<file path="config.mk">
export PLATFORM = sky130hd
export DESIGN_NAME = axis_rr_arbiter
export DESIGN_NICKNAME = d
export VERILOG_FILES = /design/src/rtl/axis_arb_pkg.sv /design/src/rtl/axis_rr_pick.sv /design/src/rtl/axis_rr_arbiter.sv
export SDC_FILE = /design/constraint.sdc
export NUM_CORES = 1
export LEC_CHECK = 0
export ABC_AREA = 1
export BUFFER_PORTS_ARGS = -buffer_cell sky130_fd_sc_hd__buf_2
export CAP_MARGIN = 5
export CORE_MARGIN = 2
export CORE_UTILIZATION = 37
export CTS_CLUSTER_DIAMETER = 50
export CTS_CLUSTER_SIZE = 40
export DETAILED_ROUTE_END_ITERATION = 8
export HOLD_SLACK_MARGIN = 0.15
export PLACE_DENSITY = 0.83
export SETUP_SLACK_MARGIN = 0.15
export SLEW_MARGIN = 20
export SYNTH_ARGS = -nofsm -noshare
export SYNTH_HDL_FRONTEND = slang
export SYNTH_SLANG_ARGS = --single-unit
</file>
<file path="constraint.sdc">
create_clock -name aclk -period 3.21 [get_ports aclk]
set_input_delay 0.4815 -clock aclk [delete_from_list [all_inputs] [get_ports aclk]]
set_output_delay 0.4815 -clock aclk [all_outputs]
set_load 0.03 [all_outputs]
</file>
<file path="src/rtl/axis_arb_pkg.sv">
// Shared definitions for the round-robin AXI-Stream arbiter: state encoding and default widths.
package axis_arb_pkg;

   localparam logic ST_IDLE = 1'b0;
   localparam logic ST_BUSY = 1'b1;

   localparam int DEF_NUM_SRC = 4;
   localparam int DEF_DATA_W  = 8;

   typedef enum logic {
      IDLE = ST_IDLE,
      BUSY = ST_BUSY
   } arb_state_e;

endpackage

</file>
<file path="src/rtl/axis_rr_pick.sv">
// Combinational round-robin search: first set bit of req starting just above last, wrapping.
module axis_rr_pick
   import axis_arb_pkg::*;
#(
   parameter int NUM_SRC = DEF_NUM_SRC
) (
   input  logic [NUM_SRC-1:0]         req,
   input  logic [$clog2(NUM_SRC)-1:0] last,
   output logic [$clog2(NUM_SRC)-1:0] pick,
   output logic                       any
);

   localparam int IDX_W = $clog2(NUM_SRC);

   logic             found;
   int               cand;
   logic [IDX_W-1:0] cand_idx;

   // Offsets 1..NUM_SRC visit every source once, ending on last itself.
   always_comb begin
      pick     = '0;
      found    = 1'b0;
      cand     = 0;
      cand_idx = '0;
      for (int k = 1; k <= NUM_SRC; k++) begin
         cand     = (int'(last) + k) % NUM_SRC;
         cand_idx = IDX_W'(cand);
         if (!found && req[cand_idx]) begin
            pick  = cand_idx;
            found = 1'b1;
         end
      end
   end

   assign any = |req;

endmodule

</file>
<file path="src/rtl/axis_rr_arbiter.sv">
// Round-robin AXI-Stream packet arbiter: grant is held for a whole packet, one idle cycle between packets.
// Define AXIS_ARB_FORMAL_EN to compile in immediate assertions for formal checking.
module axis_rr_arbiter
   import axis_arb_pkg::*;
#(
   parameter int NUM_SRC = DEF_NUM_SRC,
   parameter int DATA_W  = DEF_DATA_W
) (
   input  logic                        aclk,
   input  logic                        aresetn,
   input  logic [NUM_SRC-1:0]          s_tvalid,
   output logic [NUM_SRC-1:0]          s_tready,
   input  logic [NUM_SRC*DATA_W-1:0]   s_tdata,
   input  logic [NUM_SRC-1:0]          s_tlast,
   output logic                        m_tvalid,
   input  logic                        m_tready,
   output logic [DATA_W-1:0]           m_tdata,
   output logic                        m_tlast,
   output logic [$clog2(NUM_SRC)-1:0]  m_tid
);

   localparam int IDX_W = $clog2(NUM_SRC);

   arb_state_e       state_q, state_d;
   logic [IDX_W-1:0] grant_q, grant_d;
   logic [IDX_W-1:0] last_grant_q, last_grant_d;
   logic [IDX_W-1:0] pick;
   logic             pick_any;

   axis_rr_pick #(.NUM_SRC(NUM_SRC)) u_pick (
      .req  (s_tvalid),
      .last (last_grant_q),
      .pick (pick),
      .any  (pick_any)
   );

   always_comb begin
      state_d      = state_q;
      grant_d      = grant_q;
      last_grant_d = last_grant_q;
      case (state_q)
         IDLE: begin
            if (pick_any) begin
               state_d = BUSY;
               grant_d = pick;
            end
         end
         BUSY: begin
            if (m_tvalid && m_tready && m_tlast) begin
               state_d      = IDLE;
               last_grant_d = grant_q;
            end
         end
         default: state_d = IDLE;
      endcase
   end

   always_ff @(posedge aclk) begin
      if (!aresetn) begin
         state_q      <= IDLE;
         grant_q      <= '0;
         last_grant_q <= IDX_W'(NUM_SRC - 1);
      end else begin
         state_q      <= state_d;
         grant_q      <= grant_d;
         last_grant_q <= last_grant_d;
      end
   end

   // Outputs follow the granted source combinationally; everything is zero in IDLE.
   always_comb begin
      s_tready = '0;
      m_tvalid = 1'b0;
      m_tdata  = '0;
      m_tlast  = 1'b0;
      m_tid    = '0;
      if (state_q == BUSY) begin
         m_tid = grant_q;
         for (int i = 0; i < NUM_SRC; i++) begin
            if (grant_q == IDX_W'(i)) begin
               s_tready[i] = m_tready;
               m_tvalid    = s_tvalid[i];
               m_tdata     = s_tdata[i*DATA_W +: DATA_W];
               m_tlast     = s_tlast[i];
            end
         end
      end
   end

`ifdef AXIS_ARB_FORMAL_EN
   logic             fv_past_q;
   arb_state_e       fv_state_q;
   logic [IDX_W-1:0] fv_tid_q;
   logic [IDX_W-1:0] fv_grant_q;
   logic             fv_stall_q;
   logic [DATA_W-1:0] fv_tdata_q;
   logic             fv_tlast_q;

   // fv_past_q is low for the cycle following a reset edge, so history checks skip it.
   always_ff @(posedge aclk) begin
      fv_past_q  <= aresetn;
      fv_state_q <= state_q;
      fv_tid_q   <= m_tid;
      fv_grant_q <= grant_q;
      fv_stall_q <= m_tvalid && !m_tready;
      fv_tdata_q <= m_tdata;
      fv_tlast_q <= m_tlast;

      assert ($onehot0(s_tready));
      if (fv_past_q && fv_state_q == BUSY && state_q == BUSY) begin
         assert (m_tid == fv_tid_q);
         assert (grant_q == fv_grant_q);
      end
      if (fv_past_q && fv_stall_q && m_tvalid) begin
         assert (m_tdata == fv_tdata_q);
         assert (m_tlast == fv_tlast_q);
      end
   end
`endif

endmodule

</file>
==> impl_metrics.tcl <==
set metrics [dict create \
    nets 256 \
    post-route-util 0.5329 \
    reg2reg_depth 7 \
    grt_pass1_vias 1006 \
    ys_warn_count 0 \
    critical_path_arrival_ns 1.63 \
    cts.sinks 5 \
    die_h_um 51.57 \
    cts_setup_buffers 0 \
    gr-total-overflow 0 \
    vias 1164 \
    die_w_um 51.57 \
    rsz0062_at_grt "false" \
    ys_ff_latch 5 \
    ctsResizeCount 0 \
    ios 59 \
    min_path_type "input pin to register" \
    cp_max_fo 16 \
    critPathCaptureType "output port" \
    synthCells 154 \
    grt_pass1_wl_mm 4.133 \
    setup_slack_ns 1.097 \
    clkLatencyLatePin_ns 0.24 \
    fill_cells 248 \
    ir_drop_v 0.0001479 \
    netlist.area_leader.share 0.2063 \
    top_layer "met4" \
    ys_types 23 \
    ctsRootBufferMaster "clkbuf_4" \
    synthToLayoutAreaGrowth_pct 38.12 \
    clock.fmax_ghz 0.4732 \
    worst_slew_pin_slew_ns 0.4884 \
    dr.pass1.iters 4 \
    yosys.area.top_type "nand2_1" \
    dp_hpwl_mm 2.082 \
    yosysSeqAreaShare 0.1196 \
    hold_buffers 0 \
    clock_path_buffers 2 \
    avgSynthCellArea_um2 5.435 \
    gp_congestion 0.7557 \
    antenna_found_initial 0 \
    clk_pin_slew_ns 0.04 \
    syn_area_um2 837.1 \
    met2_length_mm 1.172 \
    cts_tree "built" \
    drc 0 \
    setup_violations 0 \
    ys_top_cells_by_count "nand2_1 (46), o21ai_0 (18), nand3_1 (14)" \
    p_per_area_mw_per_mm2 302.6 \
    synthArstFlopShare 0 \
    met1_length_mm 1.066 \
    io_buffers 58 \
    diodes 0 \
    place_ws_ns 1.342 \
    die_area_mm2 0.002659 \
    grt_max_degree 17 \
    drv_slew 0 \
    wl_per_cell_um 10.53 \
    core-area_mm2 0.002170 \
    fin_skew_ns 0.001946 \
    synthFlopType "dfxtp_1" \
    critPathKind "register to output port" \
    whs_path_depth 2 \
    syn_nets 197 \
    status "finished, final reports clean" \
    cts_buffers 3 \
    htree_levels 1 \
    power.total_uw 349.9 \
    wl_mm 2.526 \
    rows 17 \
    hold_viol_final 0 \
    detail_route.iter0.violations 15 \
    synth_edf_count 0 \
    drive_above_1_share 0.3915 \
    layout_min_cycle_time_ns 2.113 \
    synthMostInstantiatedCell "nand2_1" \
    tns_ns 0 \
    cp-start-kind "register" \
    worstPathRequired_ns 2.73 \
    fin_crit_sh 0.6583 \
    ant_nets 0 \
    initial_core_util 0.3858 \
    dr_wl_met3_um 248 \
    whs_ns 0.4706 \
    synthTopCellsByArea "nand2_1 (21%), dfxtp_1 (12%), o21ai_0 (11%)" \
    routed_via_density 4.850 \
    p_leak_nw 0.6865 \
    maxSlewHeadroom 0.6740 \
    cap_violations 0 \
    grt_usage 0.1996 \
]
==> worst max-delay path, cell delays in order, from the launching register on <==
cell and delay [ns]:
dfxtp_1 0.62, nor2_1 0.17, inv_1 0.13, o221ai_1 0.11
a21oi_1 0.15, buf_2 0.22
==> cell families after synthesis <==
logic type | Yosys count | share of synthesized area
compound gates | 35 | 0.2422
buf+inv | 23 | 0.1315
flops | 5 | 0.1196
simple gates | 91 | 0.5067
==> flip-flops by register name, summed over array words and instances (netlist names) <==
signal / flops
grant_q: 2
state_q: 1
last_grant_q: 2
==> power breakdown <==
part	internal, mW	switching (mW)	leakage (nW)
combinational	0.0712	0.122	0.630
clock	0.0470	0.0266	0.0150
sequential	0.0671	0.0158	0.0412
total	0.185	0.165	0.686
==> layout make-up <==
| class | count | area [um2] | share of cell area |
|---|---|---|---|
| flip-flops and latches | 5 | 100.1 | 0.08658 |
| repair buffers | 58 | 290.3 | 0.2511 |
| clock buffers | 4 | 26.28 | 0.02273 |
| multi-input cells | 126 | 626.9 | 0.5422 |
| inverters | 19 | 77.57 | 0.06710 |
| well taps | 28 | 35.03 | 0.03030 |
==> cells in the final DEF (no fill, tap or decap), types with 3 or more instances in the layout <==
| cell type | count |
|---|---|
| buf_2 | 58 |
| nor2_1 | 13 |
| nand2_1 | 46 |
| dfxtp_1 | 5 |
| nand4_1 | 3 |
| inv_2 | 3 |
| clkbuf_4 | 3 |
| nand2_2 | 9 |
| inv_1 | 13 |
| nand3_1 | 14 |
| o21ai_0 | 18 |
| a21oi_1 | 7 |
| nand2_4 | 3 |
| a21oi_2 | 3 |
==> per-layer routing <==
metal | up-vias | global-route usage
li1 | 620 | -
met1 | 490 | 0.2187
met2 | 50 | 0.3718
met3 | 4 | 0.04023
met4 | 0 | 0.07895
met5 | - | 0
==> metrics by stage <==
stage          instance area [um2]  cells
2_1_floorplan                837.1    154
3_3_place_gp                  1130    236
3_5_place_dp                  1130    236
4_1_cts                       1156    240
5_1_grt                       1156    240
6_report                      1156    240
==> path summary, 6_finish.rpt <==
check	from	to	slack, ns
hold / removal	aresetn	last_grant_q[1]	0.47
hold reg to reg	last_grant_q[1]	last_grant_q[1]	0.59
setup / recovery	grant_q[1]	m_tdata[0]	1.10
setup reg to reg	grant_q[1]	last_grant_q[1]	1.63
Note: power is estimated with default switching activity, not from simulation.
